[config.mk]
export PLATFORM = sky130hd
export DESIGN_NAME = pbus_mailbox_target_flat
export DESIGN_NICKNAME = d
export VERILOG_FILES = /design/src/rtl/pbus_pkg.sv /design/src/rtl/pbus_if.sv /design/src/rtl/pbus_fifo.sv /design/src/rtl/pbus_mailbox_target.sv /design/src/flat_wrapper.sv
export SDC_FILE = /design/constraint.sdc
export NUM_CORES = 1
export LEC_CHECK = 0
export CORE_ASPECT_RATIO = 0.5
export CORE_UTILIZATION = 54
export CTS_CLUSTER_SIZE = 14
export DETAILED_ROUTE_END_ITERATION = 12
export GPL_TIMING_DRIVEN = 0
export PLACE_DENSITY_LB_ADDON = 0.05
export REMOVE_ABC_BUFFERS = 1
export SLEW_MARGIN = 20
export SYNTH_ARGS = -nofsm -noshare
export SYNTH_HDL_FRONTEND = slang
export SYNTH_HIERARCHICAL = 1
export SYNTH_SLANG_ARGS = --single-unit
[constraint.sdc]
create_clock -name clk -period 3.4 [get_ports clk]
set_input_delay 0.68 -clock clk [delete_from_list [all_inputs] [get_ports clk]]
set_output_delay 0.68 -clock clk [all_outputs]
set_load 0.02 [all_outputs]
[src/rtl/pbus_pkg.sv]
// rtl/pbus_pkg.sv - shared FSM states, register offsets and bit positions for the bus mailbox target
package pbus_pkg;

  typedef enum logic [2:0] {
    ST_IDLE,
    ST_ADDR,
    ST_DECODE,
    ST_READ,
    ST_WRITE,
    ST_ERR
  } pbus_state_e;

  localparam logic [1:0] REG_DATA    = 2'd0;
  localparam logic [1:0] REG_STATUS  = 2'd1;
  localparam logic [1:0] REG_CTRL    = 2'd2;
  localparam logic [1:0] REG_SCRATCH = 2'd3;

  localparam int STS_TX_FULL  = 0;
  localparam int STS_TX_EMPTY = 1;
  localparam int STS_RX_EMPTY = 2;
  localparam int STS_RX_FULL  = 3;
  localparam int STS_OVF      = 4;
  localparam int STS_UDF      = 5;

  localparam int CTRL_TX_EN   = 0;
  localparam int CTRL_FLUSH   = 1;
  localparam int CTRL_IRQ_EN  = 2;
  localparam int CTRL_OVF_CLR = 4;
  localparam int CTRL_UDF_CLR = 5;

endpackage

[src/rtl/pbus_if.sv]
// rtl/pbus_if.sv - multiplexed 20-bit address/data CPU bus; master = CPU, slave = target
interface pbus_if #(
  parameter int DW = 16
);
  logic          ale;
  logic          oe_n;
  logic          we_n;
  logic          pio;
  logic [15:0]   ad_i;
  logic [3:0]    a_hi;
  logic [DW-1:0] ad_o;
  logic          ad_oe;

  modport master (output ale, oe_n, we_n, pio, ad_i, a_hi, input ad_o, ad_oe);
  modport slave  (input ale, oe_n, we_n, pio, ad_i, a_hi, output ad_o, ad_oe);
endinterface

[src/rtl/pbus_fifo.sv]
// rtl/pbus_fifo.sv - synchronous FIFO with push, pop and flush; push into a full FIFO succeeds only alongside a pop
module pbus_fifo #(
  parameter int DW    = 16,
  parameter int DEPTH = 8
) (
  input  logic          clk,
  input  logic          rst,
  input  logic          push_i,
  input  logic          pop_i,
  input  logic          flush_i,
  input  logic [DW-1:0] wdata_i,
  output logic [DW-1:0] rdata_o,
  output logic          full_o,
  output logic          empty_o
);
  localparam int AW = $clog2(DEPTH);

  logic [DW-1:0] mem_q [DEPTH];
  logic [AW:0]   wr_q;
  logic [AW:0]   rd_q;
  logic          do_push;
  logic          do_pop;

  assign empty_o = (wr_q == rd_q);
  assign full_o  = (wr_q[AW] != rd_q[AW]) && (wr_q[AW-1:0] == rd_q[AW-1:0]);
  assign do_pop  = pop_i && !empty_o;
  assign do_push = push_i && (!full_o || do_pop);
  assign rdata_o = mem_q[rd_q[AW-1:0]];

  always_ff @(posedge clk or posedge rst) begin
    if (rst) begin
      wr_q <= '0;
      rd_q <= '0;
    end else if (flush_i) begin
      wr_q <= '0;
      rd_q <= '0;
    end else begin
      if (do_push) wr_q <= wr_q + 1'b1;
      if (do_pop)  rd_q <= rd_q + 1'b1;
    end
  end

  always_ff @(posedge clk) begin
    if (do_push && !flush_i) mem_q[wr_q[AW-1:0]] <= wdata_i;
  end
endmodule

[src/rtl/pbus_mailbox_target.sv]
// rtl/pbus_mailbox_target.sv - bus target with DATA/STATUS/CTRL/SCRATCH regs and tx/rx mailbox FIFOs
// Define PBUS_TGT_IRQ_EN to add the irq output and the CTRL irq_en bit.
module pbus_mailbox_target
  import pbus_pkg::*;
#(
  parameter logic [19:0] BASE_ADDR  = 20'hF0000,
  parameter int          FIFO_DEPTH = 8,
  parameter int          DW         = 16
) (
  input  logic          clk,
  input  logic          rst,
  pbus_if.slave         bus,
  output logic [DW-1:0] tx_data,
  output logic          tx_valid,
  input  logic          tx_ready,
  input  logic [DW-1:0] rx_data,
  input  logic          rx_valid,
  output logic          rx_ready
`ifdef PBUS_TGT_IRQ_EN
  ,
  output logic          irq
`endif
);
  pbus_state_e   state_q;
  logic [19:0]   addr_q;
  logic [DW-1:0] wdata_q, rdata_q, scratch_q, scratch_d, reg_rdata, rx_head;
  logic          ad_oe_q, rd_empty_q;
  logic          tx_en_q, tx_en_d, irq_en_q, irq_en_d;
  logic          ovf_q, ovf_d, udf_q, udf_d;
  logic          tx_full, tx_empty, rx_full, rx_empty;
  logic          hit, commit, rd_done, ctrl_wr, flush;
  logic          tx_push, tx_pop, rx_push, rx_pop, ovf_set, udf_set;
  logic [1:0]    reg_sel;

  assign reg_sel  = addr_q[1:0];
  assign hit      = bus.pio && (addr_q[19:2] == BASE_ADDR[19:2]);
  assign commit   = (state_q == ST_WRITE) && !bus.ale && bus.we_n;
  assign rd_done  = (state_q == ST_READ) && !bus.ale && bus.oe_n;
  assign ctrl_wr  = commit && (reg_sel == REG_CTRL);
  assign flush    = ctrl_wr && wdata_q[CTRL_FLUSH];
  assign tx_valid = tx_en_q && !tx_empty;
  assign tx_pop   = tx_valid && tx_ready;
  assign tx_push  = commit && (reg_sel == REG_DATA);
  assign ovf_set  = tx_push && tx_full && !tx_pop;
  assign rx_ready = !rx_full;
  assign rx_push  = rx_valid && rx_ready;
  // Emptiness is judged at read entry so the pop matches the word that was returned.
  assign rx_pop   = rd_done && (reg_sel == REG_DATA) && !rd_empty_q;
  assign udf_set  = rd_done && (reg_sel == REG_DATA) && rd_empty_q;

  assign bus.ad_o  = rdata_q;
  assign bus.ad_oe = ad_oe_q;

  always_comb begin
    reg_rdata = '0;
    case (reg_sel)
      REG_DATA:   reg_rdata = rx_empty ? '0 : rx_head;
      REG_STATUS: begin
        reg_rdata[STS_TX_FULL]  = tx_full;
        reg_rdata[STS_TX_EMPTY] = tx_empty;
        reg_rdata[STS_RX_EMPTY] = rx_empty;
        reg_rdata[STS_RX_FULL]  = rx_full;
        reg_rdata[STS_OVF]      = ovf_q;
        reg_rdata[STS_UDF]      = udf_q;
      end
      REG_CTRL: begin
        reg_rdata[CTRL_TX_EN]  = tx_en_q;
        reg_rdata[CTRL_IRQ_EN] = irq_en_q;
      end
      default:    reg_rdata = scratch_q;
    endcase
  end

  always_ff @(posedge clk or posedge rst) begin
    if (rst) begin
      state_q    <= ST_IDLE;
      addr_q     <= '0;
      wdata_q    <= '0;
      rdata_q    <= '0;
      ad_oe_q    <= 1'b0;
      rd_empty_q <= 1'b0;
    end else if (bus.ale) begin
      state_q <= ST_ADDR;
      addr_q  <= {bus.a_hi, bus.ad_i};
      ad_oe_q <= 1'b0;
    end else begin
      case (state_q)
        ST_ADDR:   state_q <= ST_DECODE;
        ST_DECODE: begin
          if (!hit) begin
            state_q <= ST_IDLE;
          end else if (!bus.oe_n && !bus.we_n) begin
            state_q <= ST_ERR;
          end else if (!bus.oe_n) begin
            state_q    <= ST_READ;
            rdata_q    <= reg_rdata;
            rd_empty_q <= rx_empty;
            ad_oe_q    <= 1'b1;
          end else if (!bus.we_n) begin
            state_q <= ST_WRITE;
            wdata_q <= bus.ad_i;
          end
        end
        ST_READ: begin
          if (bus.oe_n) begin
            state_q <= ST_IDLE;
            ad_oe_q <= 1'b0;
          end
        end
        ST_WRITE: begin
          if (bus.we_n) state_q <= ST_IDLE;
          else          wdata_q <= bus.ad_i;
        end
        ST_ERR:    if (bus.oe_n && bus.we_n) state_q <= ST_IDLE;
        default:   state_q <= ST_IDLE;
      endcase
    end
  end

  always_comb begin
    tx_en_d   = tx_en_q;
    irq_en_d  = irq_en_q;
    scratch_d = scratch_q;
    ovf_d     = ovf_q;
    udf_d     = udf_q;
    if (ctrl_wr) begin
      tx_en_d = wdata_q[CTRL_TX_EN];
`ifdef PBUS_TGT_IRQ_EN
      irq_en_d = wdata_q[CTRL_IRQ_EN];
`endif
      if (wdata_q[CTRL_OVF_CLR]) ovf_d = 1'b0;
      if (wdata_q[CTRL_UDF_CLR]) udf_d = 1'b0;
    end
    if (commit && (reg_sel == REG_SCRATCH)) scratch_d = wdata_q;
    // Sticky set wins over a same-cycle W1C.
    if (ovf_set) ovf_d = 1'b1;
    if (udf_set) udf_d = 1'b1;
  end

  always_ff @(posedge clk or posedge rst) begin
    if (rst) begin
      tx_en_q   <= 1'b0;
      irq_en_q  <= 1'b0;
      scratch_q <= '0;
      ovf_q     <= 1'b0;
      udf_q     <= 1'b0;
    end else begin
      tx_en_q   <= tx_en_d;
      irq_en_q  <= irq_en_d;
      scratch_q <= scratch_d;
      ovf_q     <= ovf_d;
      udf_q     <= udf_d;
    end
  end

`ifdef PBUS_TGT_IRQ_EN
  logic irq_q;
  always_ff @(posedge clk or posedge rst) begin
    if (rst) irq_q <= 1'b0;
    else     irq_q <= (irq_en_q && !rx_empty) || ovf_q || udf_q;
  end
  assign irq = irq_q;
`endif

  pbus_fifo #(.DW(DW), .DEPTH(FIFO_DEPTH)) u_tx_fifo (
    .clk(clk), .rst(rst), .push_i(tx_push), .pop_i(tx_pop), .flush_i(flush),
    .wdata_i(wdata_q), .rdata_o(tx_data), .full_o(tx_full), .empty_o(tx_empty)
  );

  pbus_fifo #(.DW(DW), .DEPTH(FIFO_DEPTH)) u_rx_fifo (
    .clk(clk), .rst(rst), .push_i(rx_push), .pop_i(rx_pop), .flush_i(flush),
    .wdata_i(rx_data), .rdata_o(rx_head), .full_o(rx_full), .empty_o(rx_empty)
  );
endmodule

[src/flat_wrapper.sv]
// flat-port wrapper written by rule: the top's interface ports become plain ports
module pbus_mailbox_target_flat import pbus_pkg::*;
#(
  parameter logic [19:0] BASE_ADDR  = 20'hF0000,
  parameter int          FIFO_DEPTH = 8,
  parameter int          DW         = 16
)
  (clk, rst, tx_data, tx_valid, tx_ready, rx_data, rx_valid, rx_ready, bus_ale, bus_oe_n, bus_we_n, bus_pio, bus_ad_i, bus_a_hi, bus_ad_o, bus_ad_oe);
  pbus_if #(.DW(DW)) bus_i ();
  input  logic clk;
  input  logic rst;
  output logic [DW-1:0] tx_data;
  output logic tx_valid;
  input  logic tx_ready;
  input  logic [DW-1:0] rx_data;
  input  logic rx_valid;
  output logic rx_ready;
  input wire logic [$bits(bus_i.ale)-1:0] bus_ale;
  input wire logic [$bits(bus_i.oe_n)-1:0] bus_oe_n;
  input wire logic [$bits(bus_i.we_n)-1:0] bus_we_n;
  input wire logic [$bits(bus_i.pio)-1:0] bus_pio;
  input wire logic [$bits(bus_i.ad_i)-1:0] bus_ad_i;
  input wire logic [$bits(bus_i.a_hi)-1:0] bus_a_hi;
  output wire logic [$bits(bus_i.ad_o)-1:0] bus_ad_o;
  output wire logic [$bits(bus_i.ad_oe)-1:0] bus_ad_oe;
  assign bus_i.ale = bus_ale;
  assign bus_i.oe_n = bus_oe_n;
  assign bus_i.we_n = bus_we_n;
  assign bus_i.pio = bus_pio;
  assign bus_i.ad_i = bus_ad_i;
  assign bus_i.a_hi = bus_a_hi;
  assign bus_ad_o = bus_i.ad_o;
  assign bus_ad_oe = bus_i.ad_oe;
  pbus_mailbox_target #(.BASE_ADDR(BASE_ADDR), .FIFO_DEPTH(FIFO_DEPTH), .DW(DW)) u_core (.clk(clk), .rst(rst), .bus(bus_i), .tx_data(tx_data), .tx_valid(tx_valid), .tx_ready(tx_ready), .rx_data(rx_data), .rx_valid(rx_valid), .rx_ready(rx_ready));
endmodule
**Word level (Yosys, flattened, before mapping)**

Memory sizes are Yosys's and may differ from the RTL's.
Index checks and enable logic that the tools add are counted.

- Reductions and logical operators: 57
- Bitwise logic cells: 3
- Add/sub/neg operators: 4
- Equality and inequality tests: 25
- Muxes and demuxes: 44

Operators with widths:

| cell | number |
|---|---|
| 16-bit 2-to-1 mux | 5 |
| 4-bit 2-to-1 mux | 8 |
| 16-bit case mux with 2 select lines | 1 |
| 1-bit logical AND | 27 |
| 3-bit 2-to-1 mux | 8 |
| 10-bit case mux with 2 select lines | 1 |
| 18-bit == test, second input constant | 1 |
| 2-bit nonzero test | 9 |
| 4-bit by 1-bit adder with 4-bit output, second input constant | 4 |
| 1-bit 2-to-1 mux | 15 |
| 3-bit case mux with 5 select lines | 1 |
| 5-bit AND reduction | 3 |
| 3-bit inequality test, second input constant | 4 |
| 1-bit logical NOT | 10 |
| 1-bit case mux with 3 select lines | 3 |
| 3-bit case mux with 3 select lines | 1 |
| 4-bit == test | 2 |
| 3-bit by 2-bit == test with 1-bit output, second input constant | 2 |
| 3-bit == test | 2 |
| 3-bit == test, second input constant | 2 |
| 3-bit by 2-bit inequality test with 1-bit output, second input constant | 2 |
| 6-bit inequality test, second input constant | 1 |
| 2-bit == test, second input constant | 2 |
| 2-bit inequality test, second input constant | 2 |
| 12 further kinds | 17 |

- Output and inout port bits: 35
- Memory bits (writable): 256
- Memories: 2
- Register bits: 92

Memories:

| memory | words | width | rd ports | clocked after memory_dff | write ports | RTL line | source |
|---|---|---|---|---|---|---|---|
| u_core.u_rx_fifo.mem_q | 8 | 16 | 1 | 0 | 1 | pbus_fifo.sv:18 | `logic [DW-1:0] mem_q [DEPTH];` |
| u_core.u_tx_fifo.mem_q | 8 | 16 | 1 | 0 | 1 | pbus_fifo.sv:18 |  |

**Depth between registers and ports, before layout**

Gate-level depths: netlist of the first run.

- Depth after elaboration: 11
- Gate-level depth with buffers: 12

**Modules after synthesis**

Netlist of the first run, hierarchy kept.

By module, submodules not included:

| module | cells an instance | area each (um^2) | times used | sequential area each (um^2) |
|---|---|---|---|---|
| pbus_fifo (u_core.u_tx_fifo) | 268 | 5,439.0 | 1 | 4,043.9 |
| pbus_fifo (u_core.u_rx_fifo) | 268 | 5,430.2 | 1 | 4,043.9 |
| pbus_mailbox_target | 258 | 3,439.5 | 1 | 1,901.8 |

**Worst setup path before layout of the first run**

No wires, ideal clock.

- Path kind: input -> register
- Start point: input port bus_ale
- End point: memory u_core.u_tx_fifo.mem_q[1][0] (enable)
- Library setup time: 409 ps
- Path buffers: 1
- Setup slack: -120 ps
- Arrival time: 3,111 ps
- Stages on the path: 6
- Data required time: 2,991 ps
- Cell sequence: buf_6 > or3b_4 > nor4_1 > nor2b_1 > o211ai_1 > nor3_1

RTL lines:

| item | RTL line | source |
|---|---|---|
| start: declaration | flat_wrapper.sv:18 | `input wire logic [$bits(bus_i.ale)-1:0] bus_ale;` |
| 1-bit logical NOT | pbus_mailbox_target.sv:37 | `assign commit = (state_q == ST_WRITE) && !bus.ale && bus.we_n;` |
| 1-bit logical AND (2 in a row) | pbus_mailbox_target.sv:37 |  |
| 1-bit logical AND | pbus_mailbox_target.sv:43 | `assign tx_push = commit && (reg_sel == REG_DATA);` |
| named net u_core.tx_push | pbus_mailbox_target.sv:32 | `logic tx_push, tx_pop, rx_push, rx_pop, ovf_set, udf_set;` |
| 1-bit logical AND | pbus_fifo.sv:27 | `assign do_push = push_i && (!full_o \|\| do_pop);` |
| 1-bit logical AND | pbus_fifo.sv:44 | `if (do_push && !flush_i) mem_q[wr_q[AW-1:0]] <= wdata_i;` |
| 1-bit 2-to-1 mux | pbus_fifo.sv:44 |  |
| 1-bit 2-to-1 mux (implied by the code) | pbus_fifo.sv:44 |  |
| end: declaration | pbus_fifo.sv:18 |  |

The timed path passes the listed nets, and every way through them passes these cells.

**Worst setup path after layout of the first run**

- Start point: register u_core.u_tx_fifo.rd_q[0]
- End point: output port tx_data[1]

- Cells in the longest elaborated chain, start to end: 1

Ends and longest elaborated chain:

| item | RTL line | source |
|---|---|---|
| start: declaration | pbus_fifo.sv:20 | `logic [AW:0] rd_q;` |
| start signal: assignment | pbus_fifo.sv:39 | `if (do_pop) rd_q <= rd_q + 1'b1;` |
| memory 8 x 16 bit | n/a |  |
| end: declaration | flat_wrapper.sv:12 | `output logic [DW-1:0] tx_data;` |

Every way passes these cells.

==> results of run 1 <==
## cells by family after synthesis
| family | count (synthesis) |
|---|---|
| flip-flops | 348 |
| multiplexers | 174 |
| AND/OR/NAND/NOR | 128 |
| buffers and inverters | 65 |
| AO/OA/AOI/OAI | 63 |
| XOR/XNOR | 12 |
| adder cells (fa/ha/maj) | 4 |
## worst paths after layout
kind	startpoint	end	slack [ns]	cells after the start
hold / removal	u_core/udf_q	u_core/udf_q	0.49	1
hold reg to reg	u_core/udf_q	u_core/udf_q	0.49	1
setup / recovery	u_core/u_tx_fifo/rd_q[0]	tx_data[1]	0.11	4
setup reg to reg	u_core/u_rx_fifo/rd_q[1]	u_core/u_rx_fifo/mem_q[5][14]	0.16	8
min in group asynchronous	rst	u_core/u_tx_fifo/rd_q[3]	0.51	2
max in group asynchronous	rst	u_core/wdata_q[11]	2.25	3
## final cells by class
cell class / count / area (µm²)
Clock inverter: 9 / 38.8
Clock buffer: 44 / 835
Fill cell: 1771 / 8850
Antenna cell: 1 / 2.50
Inverter: 22 / 85.1
Sequential cell: 348 / 10000
Tap cell: 344 / 430
Multi-Input combinational cell: 381 / 4150
Timing Repair Buffer: 108 / 1210
## cells in the final DEF (no fill, tap or decap), types with 6 or more instances in the layout
| cell type | instances |
|---|---|
| o21ai_0 | 14 |
| nand2_1 | 27 |
| a22o_1 | 8 |
| inv_1 | 21 |
| dfrtp_1 | 86 |
| o311ai_0 | 7 |
| dlygate4sd2_1 | 7 |
| edfxtp_1 | 256 |
| mux2_2 | 96 |
| clkbuf_16 | 32 |
| nor2_1 | 18 |
| clkdlybuf4s50_1 | 70 |
| mux2_4 | 10 |
| nand2b_1 | 10 |
| nand3_1 | 14 |
| nor2_4 | 9 |
| buf_8 | 12 |
| mux4_2 | 64 |
| buf_4 | 6 |
| xnor2_1 | 8 |
| clkbuf_1 | 12 |
| a21oi_1 | 10 |
| nor3_1 | 6 |
## worst register-to-register path: stages, from the launching register on
cell	delay, ns
dfrtp_2	0.70
xnor2_1	0.20
nand4_1	0.18
inv_1	0.09
nor2b_2	0.41
nor2b_1	0.28
o211ai_1	0.25
nor2_2	0.61
buf_8	0.23
## state kept, by name, indices dropped and copies added, names as in the netlist, 16 cells and up
name	flops
u_core/wdata_q	16
u_core/u_tx_fifo/mem_q	128
u_core/bus.ad_o	16
u_core/u_rx_fifo/mem_q	128
u_core/addr_q	20
u_core/scratch_q	16
## layer usage
| layer | share of wire (%) | GRT usage (%) | vias up |
|---|---|---|---|
| li1 | - | - | 3327 |
| met1 | 45 | 30.0 | 3748 |
| met2 | 49 | 35.0 | 127 |
| met3 | 3.9 | 3.32 | 48 |
| met4 | 2.2 | 5.18 | 0 |
| met5 | 0 | 0 | - |
## repair_timing
action	in CTS	in global routing
buffers inserted	1	1
setup endpoints to repair	298	89
cloned	0	1
resized for setup	22	5
hold buffers	0	0
pin swaps	1	1
## power by group through the flow
stage               logic (mW)  registers [mW]  clock network (mW)
finish                    1.43            5.27                3.14
global route              1.56            5.30                3.38
CTS                       1.43            5.27                3.21
detailed placement        1.41            5.36                   0
global placement          1.15            5.45                   0
floorplan                0.840            5.32                   0
## metrics by stage
| stage | TNS [ns] | area (µm²) |
|---|---|---|
| final | 0 | 16700 |
| after CTS | 0 | 16700 |
| after detailed placement | -438.17 | 15800 |
| after global placement | -782.80 | 15300 |
| after floorplan | -189.32 | 14100 |
| after global routing | -2.25 | 16700 |
==> impl_results.md, run 1 <==
- Outcome: complete, no violations
- Critical path buffers and inverters: 2
- Gp weighted congestion: 0.781
- WP data arrival: 2.61 ns
- Clk_skew: 0.00713 ns
- Synthesized area per cell: 18.0 µm²
- Worst-path maximum fanout: 16
- Root buffer cell: clkbuf_16
- Sequential fraction of the synthesis area: 69.8%
- Comb power frac: 14.5%
- DRC: 0
- Max-Slew Margin vs Limit: 26.7%
- Top FF cell, synth: edfxtp_1
- Kind of critical path: reg -> out
- Synth area leader: edfxtp_1
- Top cells by area in the synthesized netlist: edfxtp_1 (54%), dfrtp_1 (16%), mux4_2 (10%)
- Worst-Margin Slew: 1.10 ns
- Simple-gate share of the synthesized area: 4.77%
- Synth unique cells: 58
- Port bufs: 78
- Clock sinks: 348
- WL/cell: 22.2 µm
- Ys async rst share: 26.4%
- Pre-antenna DRT Iters: 5
- Clock share of power: 31.9%
- Antenna violations before repair: 0
- Vias per Instance: 5.77
- Via count: 7250
- Final setup violation count: 0
- Grt ovf: 0
- Post-synth EDFFs: 256
- Final Hold Fails: 0
- Crit path cell chain: clkbuf_16 > mux4_2 > mux2_2 > clkdlybuf4s50_1
- Non-Filler Instances: 1257
- Detailed Place HPWL: 18.1 mm
- Clock-pin slew on the worst setup and hold paths: 0.06 ns
- Mux cell area share after synthesis: 19.0%
- P&R area growth vs syn: 17.1%
- Post-synthesis xor/xnor area fraction: 0.735%
- Worst min path class: reg -> reg
- First-pass GRT wire length: 42.8 mm
- Sw Pwr: 2.45 mW
- Final ANT Viol Nets: 0
- Worst-Skew Late Latency: 0.56 ns
- CP top delay family: buffers and inverters
- Largest net degree at the start of global routing: 40
- Nets@finish: 939
- CTS tree: yes
- Element type at the critical path end: output pin
- Pre-CTS setup slack: -1.70 ns
- Pwr dens: 587 mW/mm²
- RSZ-0062 raised after global routing: yes
- Worst path max stage delay: 0.53 ns
- DIE AREA: 0.0272 mm²
- Synth Area in Adders: 0.350%
- Final Critical Period: 3.29 ns
- Core area: 0.0256 mm²
- Int Power: 7.38 mW
- Vias in the first global route: 7446
- Final Max Slew Viols: 0
- Die Y: 117 µm
- Post-synthesis compound-gate area fraction: 3.29%
- Hold slack: 0.491 ns
- Tot GR Track Use: 21.1%
- Slowest cell on the critical path: clkdlybuf4s50_1
- Post-synth top area share: 53.7%
- Top Ports: 79
- Worst VDD drop: 0.463 mV
- #FFs+latches synth: 348
- P_leak: 5.82 nW
- Synth warn: 6
- Combinational family with the most area after synthesis: multiplexers
- Sw Share: 24.9%
- TritonCTS buffer count: 30
- Post-synthesis instance total: 794
- Highest clock rate: 0.304 GHz
- Top cells by instance count after synthesis: edfxtp_1 (256), mux2_2 (96), dfrtp_1 (92)
- Worst Path Required: 2.72 ns
- Die width: 232 µm
- Synth Cell Area: 0.0143 mm²
- MaxCap Viol Count: 0
- Fin crit share: 96.8%
- Initial DRC count: 463
- # H-tree levels: 1
- Reg power frac: 53.6%
- WL final: 27.9 mm
- FP Rows: 41
- Setup crit start kind: flip-flop
- Max Root-Sink Buffers: 3
- Count leader, synth: edfxtp_1
- Initial Util: 55.9%
- Number of placed instances, taps included: 1200
- Pwr Total: 9.84 mW
- Setup ws final: 0.109 ns
- Share of layout cells above drive strength 1: 29.6%
- Fin util: 65.4%
Note: power is estimated with default switching activity, not from simulation.
==> inputs of run 2 (changes only) <==
SKIP_CTS_REPAIR_TIMING = 1   (was unset)
==> run 2 against run 1 <==
Effect of this change:
- worst setup slack better by 0.017 ns
- sequential cell count unchanged
- clock-buffer cell count unchanged
- core utilization up 0.17 points
- combinational power up 3%
- largest cell class unchanged
- largest power group unchanged
- highest routed layer unchanged
==> impl_results.md, run 2 (synthesis results as in run 1) <==
- Clk_skew: 0.00822 ns (was 0.00713 ns)
- Tot GR Track Use: 21.1% (about the same)
- Final Critical Period: 3.27 ns (was 3.29 ns)
- Most frequent cells in the layout: edfxtp_1 (256), mux2_2 (96), dfrtp_1 (86), clkdlybuf4s50_1 (73), mux4_2 (64) (was edfxtp_1 (256), mux2_2 (96), dfrtp_1 (86), clkdlybuf4s50_1 (70), mux4_2 (64))
- MaxCap Viol Count: 0 (unchanged)
- Worst VDD drop: 0.464 mV (was 0.463 mV)
- FP Rows: 41 (unchanged)
- Port bufs: 78 (unchanged)
- Clock-pin slew on the worst setup and hold paths: 0.07 ns (was 0.06 ns)
- Initial DRC count: 409 (was 463)
- Reg power frac: 53.3% (was 53.6%)
- Setup ws final: 0.126 ns (was 0.109 ns)
- P_leak: 5.86 nW (was 5.82 nW)
- Worst-Margin Slew: 1.07 ns (was 1.10 ns)
- Outcome: complete, no violations (unchanged)
- Highest clock rate: 0.305 GHz (was 0.304 GHz)
- Comb power frac: 15.0% (was 14.5%)
- Root buffer cell: clkbuf_16 (unchanged)
- Die width: 232 µm (unchanged)
- Nets@finish: 942 (was 939)
- Share of layout cells above drive strength 1: 29.8% (was 29.6%)
- Pre-antenna DRT Iters: 5 (unchanged)
- Final Max Slew Viols: 0 (unchanged)
- Pwr Total: 9.89 mW (was 9.84 mW)
- Die Y: 117 µm (unchanged)
- Vias per Instance: 5.79 (was 5.77)
- Detailed Place HPWL: 18.1 mm (unchanged)
- Core area: 0.0256 mm² (unchanged)
- TritonCTS buffer count: 30 (unchanged)
- Worst Path Required: 2.72 ns (about the same)
- Pwr dens: 589 mW/mm² (was 587 mW/mm²)
- DIE AREA: 0.0272 mm² (unchanged)
- WL final: 28.0 mm (was 27.9 mm)
- Setup crit start kind: flip-flop (unchanged)
- Top Ports: 79 (unchanged)
- Final Hold Fails: 0 (unchanged)
- Element type at the critical path end: output pin (unchanged)
- P&R area growth vs syn: 17.4% (was 17.1%)
- Worst min path class: reg -> reg (unchanged)
- Int Power: 7.41 mW (was 7.38 mW)
- Fin Setup TNS: 0 ns (unchanged)
- Worst-Skew Late Latency: 0.56 ns (about the same)
- Grt ovf: 0 (unchanged)
- Max Root-Sink Buffers: 3 (unchanged)
- Reg2Reg Setup Slack: 0.20 ns (was 0.16 ns)
- Most common cell after layout, fill and taps aside: edfxtp_1 (unchanged)
- Sw Pwr: 2.48 mW (was 2.45 mW)
- Antenna violations before repair: 0 (unchanged)
- Max-Slew Margin vs Limit: 28.5% (was 26.7%)
- WL/cell: 22.2 µm (about the same)
- Via count: 7300 (was 7250)
- Fin util: 65.6% (was 65.4%)
- Clock share of power: 31.7% (was 31.9%)
- # H-tree levels: 1 (unchanged)
- Worst-path maximum fanout: 16 (unchanged)
- WP data arrival: 2.59 ns (was 2.61 ns)
- Largest net degree at the start of global routing: 40 (unchanged)
- CTS tree: yes (unchanged)
- DRC: 0 (unchanged)
- Initial Util: 55.9% (unchanged)
- Kind of critical path: reg -> out (unchanged)
- Pre-CTS setup slack: -1.70 ns (unchanged)
- Clock sinks: 348 (unchanged)
- Fin crit share: 96.3% (was 96.8%)
- Gp weighted congestion: 0.781 (unchanged)
- Vias in the first global route: 7419 (was 7446)
- Final ANT Viol Nets: 0 (unchanged)
- Sw Share: 25.1% (was 24.9%)
- Final setup violation count: 0 (unchanged)
- First-pass GRT wire length: 42.7 mm (was 42.8 mm)
[run 2: cell types whose count changed in the layout (fill, tap and decap cells not counted), sizes merged]
cell / change
clkdlybuf4s50: +3
clkdlybuf4s15: -1
buf: +4
dlymetal6s2s: +4
dlygate4sd2: -7
[run 2: path summary, 6_finish.rpt]
| check | depth (start not counted) | startpoint | end |
|---|---|---|---|
| max | 4 | u_core/u_tx_fifo/rd_q[0] | tx_data[0] |
| max in group asynchronous | 3 | rst | u_core/wdata_q[11] |
| min reg2reg | 1 | u_core/udf_q | u_core/udf_q |
| min | 1 | u_core/udf_q | u_core/udf_q |
| max reg2reg | 8 | u_core/u_rx_fifo/rd_q[1] | u_core/u_rx_fifo/mem_q[7][15] |
| min in group asynchronous | 2 | rst | u_core/u_tx_fifo/rd_q[3] |
[run 2: final cells by class]
cell class,count,area (µm²)
well taps,344,430
diodes,1,2.50
repair buffers,111,1250
clock inverters,9,38.8
multi-input cells,381,4140
inverters,22,85.1
clock buffers,44,835
flip-flops and latches,348,10000
fillers,1760,8800
[run 2: through the flow]
step / instances / hold WS, ns / instance area (µm²)
global route: 1259 / 0.520 / 16800
detailed placement: 1200 / 0.482 / 15800
floorplan: 751 / 0.452 / 14100
CTS: 1253 / 0.496 / 16600
finish: 1260 / 0.492 / 16800
global placement: 1173 / 0.471 / 15300
[run 2: power by group through the flow]
stage	registers [mW]	logic, mW	clock network, mW
6_report	5.28	1.48	3.13
4_1_cts	5.27	1.42	3.21
3_5_place_dp	5.36	1.41	0
3_3_place_gp	5.45	1.15	0
2_1_floorplan	5.32	0.840	0
5_1_grt	5.31	1.61	3.37
[run 2: critical path: stages (launching register included)]
cell and delay, ns:
dfrtp_4 0.47, clkbuf_16 0.23, mux4_2 0.51, mux2_2 0.27, clkdlybuf4s50_1 0.53
[run 2: routing by layer]
| layer | vias up | share of wire, % | track usage (%) | routed length, µm |
|---|---|---|---|---|
| met5 | - | 0 | 0 | 0 |
| met4 | 0 | 1.7 | 4.56 | 488 |
| met3 | 44 | 3.8 | 3.29 | 1060 |
| met2 | 145 | 49 | 35.1 | 13700 |
| met1 | 3780 | 45 | 29.9 | 12700 |
| li1 | 3331 | - | - | - |
==> inputs of run 3 (changes only) <==
CORE_MARGIN = 3   (was unset)
==> run 3 against run 2 <==
Effect of this change:
- the flow now finishes with violations (negative setup slack)
- cell count up 0.79%
- largest cell class unchanged
- worst setup slack got worse by 0.14 ns
- clock skew increased by 0.0035 ns
- clock-buffer cell count increased by 5
- core utilization grew 0.33 points
==> impl_results.md, run 3 (synthesis results as in run 1) <==
- Outcome: finished with violations (was complete, no violations)
- Failing checks: negative setup slack
- Share of layout cells above drive strength 1: 30.5% (was 29.8%)
- DP Area: 0.0157 mm² (was 0.0158 mm²)
- Initial DRC count: 562 (was 409)
- Final Critical Period: 3.41 ns (was 3.27 ns)
- Most frequent cells in the layout: edfxtp_1 (256), mux2_2 (96), dfrtp_1 (86), clkdlybuf4s50_1 (77), mux4_2 (64) (was edfxtp_1 (256), mux2_2 (96), dfrtp_1 (86), clkdlybuf4s50_1 (73), mux4_2 (64))
- Die Y: 121 µm (was 117 µm)
- Final Hold Fails: 0 (unchanged)
- Element type at the critical path end: flip-flop (was output pin)
- Kind of critical path: in -> reg (was reg -> out)
- MaxCap Viol Count: 0 (unchanged)
- Worst VDD drop: 0.393 mV (was 0.464 mV)
- Worst-Skew Late Latency: 0.56 ns (about the same)
- Fill count: 1727 (was 1760)
- Clk_skew: 0.0117 ns (was 0.00822 ns)
- P_leak: 5.88 nW (was 5.86 nW)
- Pre-antenna DRT Iters: 4 (was 5)
- Grt ovf: 0 (unchanged)
- Initial Util: 55.9% (unchanged)
- Setup crit start kind: input pin (was flip-flop)
- Vias per Instance: 5.80 (was 5.79)
- RSZ-0062 raised after global routing: yes
- WL/cell: 22.5 µm (was 22.2 µm)
- Highest clock rate: 0.293 GHz (was 0.305 GHz)
- WL final: 28.6 mm (was 28.0 mm)
- Final setup violation count: 7 (was 0)
- CTS tree: yes (unchanged)
- Hold slack: 0.494 ns (was 0.492 ns)
- Tot GR Track Use: 20.2% (was 21.1%)
- Detailed Place HPWL: 17.8 mm (was 18.1 mm)
- # H-tree levels: 1 (unchanged)
- Largest net degree at the start of global routing: 58 (was 40)
- Pwr Total: 10.0 mW (was 9.89 mW)
- First-pass GRT wire length: 44.3 mm (was 42.7 mm)
- Worst-Margin Slew: 1.03 ns (was 1.07 ns)
- Max Root-Sink Buffers: 3 (unchanged)
- Most common cell after layout, fill and taps aside: edfxtp_1 (unchanged)
- Clock-pin slew on the worst setup and hold paths: 0.07 ns (about the same)
- Via count: 7369 (was 7300)
- Pre-CTS setup slack: -1.77 ns (was -1.70 ns)
- Core area: 0.0256 mm² (unchanged)
- Vias in the first global route: 7617 (was 7419)
- WP data arrival: 3.68 ns (was 2.59 ns)
- Worst-path maximum fanout: 12 (was 16)
- Antenna violations before repair: 0 (unchanged)
- Register area: 0.0100 mm² (unchanged)
- Gp weighted congestion: 0.789 (was 0.781)
- Setup ws final: -0.0133 ns (was 0.126 ns)
- Final Max Slew Viols: 0 (unchanged)
- Max-Slew Margin vs Limit: 30.6% (was 28.5%)
- P&R area growth vs syn: 18.0% (was 17.4%)
- Diodes inserted: 0 (was 1)
- Top Ports: 79 (unchanged)
- FP Rows: 41 (unchanged)
- Die width: 236 µm (was 232 µm)
- Root buffer cell: clkbuf_16 (unchanged)
- Area of the multi-input gates: 0.00415 mm² (was 0.00414 mm²)
- Fin Setup TNS: -0.0546 ns (was 0 ns)
- Pwr dens: 595 mW/mm² (was 589 mW/mm²)
- Worst Path Required: 3.66 ns (was 2.72 ns)
- Nets@finish: 950 (was 942)
- Clock sinks: 348 (unchanged)
- DIE AREA: 0.0286 mm² (was 0.0272 mm²)
- TritonCTS buffer count: 30 (unchanged)
- DRC: 0 (unchanged)
- Fin crit share: 100% (was 96.3%)
- Worst min path class: reg -> reg (unchanged)
- Final instance area: 0.0169 mm² (was 0.0168 mm²)
- Port bufs: 78 (unchanged)
- Final ANT Viol Nets: 0 (unchanged)
## run 3: per-layer routing
metal  wire length, µm  GRT usage, %
met5                 0             0
met4               514          3.54
met3               981          3.32
met2             14100          33.6
met1             13000          29.0
## run 3: final cells by class
type                       instances  area share, %
tap                              344           2.55
inverter                          22          0.504
clock inverter                     7          0.334
timing repair buffer             119           7.59
multi-input combinational        381           24.6
clock buffer                      49           5.12
sequential                       348           59.3
## run 3: critical path: stages
cell and delay [ns]:
clkdlybuf4s50_1 0.56, or3b_4 0.45, nor4_2 0.29, buf_2 0.30
nor2b_1 0.21, o211ai_1 0.28, nor2_2 0.67, buf_6 0.24
## run 3: report_power, final
group | switching, mW | internal [mW] | total (mW)
Clock | 1.47 | 1.80 | 3.27
Combinational | 0.763 | 0.744 | 1.51
Sequential | 0.282 | 4.98 | 5.26
## run 3: path summary, 6_finish.rpt
kind	end	from	depth (start not counted)	slack (ns)
worst min-delay path	u_core/state_q[1]	u_core/state_q[2]	1	0.49
min in group asynchronous	u_core/addr_q[0]	rst	2	0.51
worst min register to register	u_core/state_q[1]	u_core/state_q[2]	1	0.49
worst max-delay path	u_core/u_tx_fifo/mem_q[7][2]	bus_we_n	8	-0.01
max in group asynchronous	u_core/wdata_q[6]	rst	3	2.31
worst max register to register	u_core/u_tx_fifo/mem_q[7][2]	u_core/state_q[0]	7	0.19
## run 3: per-stage QoR
step / util (%) / cells
after floorplan: - / 751
final: 65.9 / 1270
after detailed placement: 61.4 / 1198
after global routing: 65.9 / 1270
after CTS: 65.0 / 1254
after global placement: 59.8 / 1173
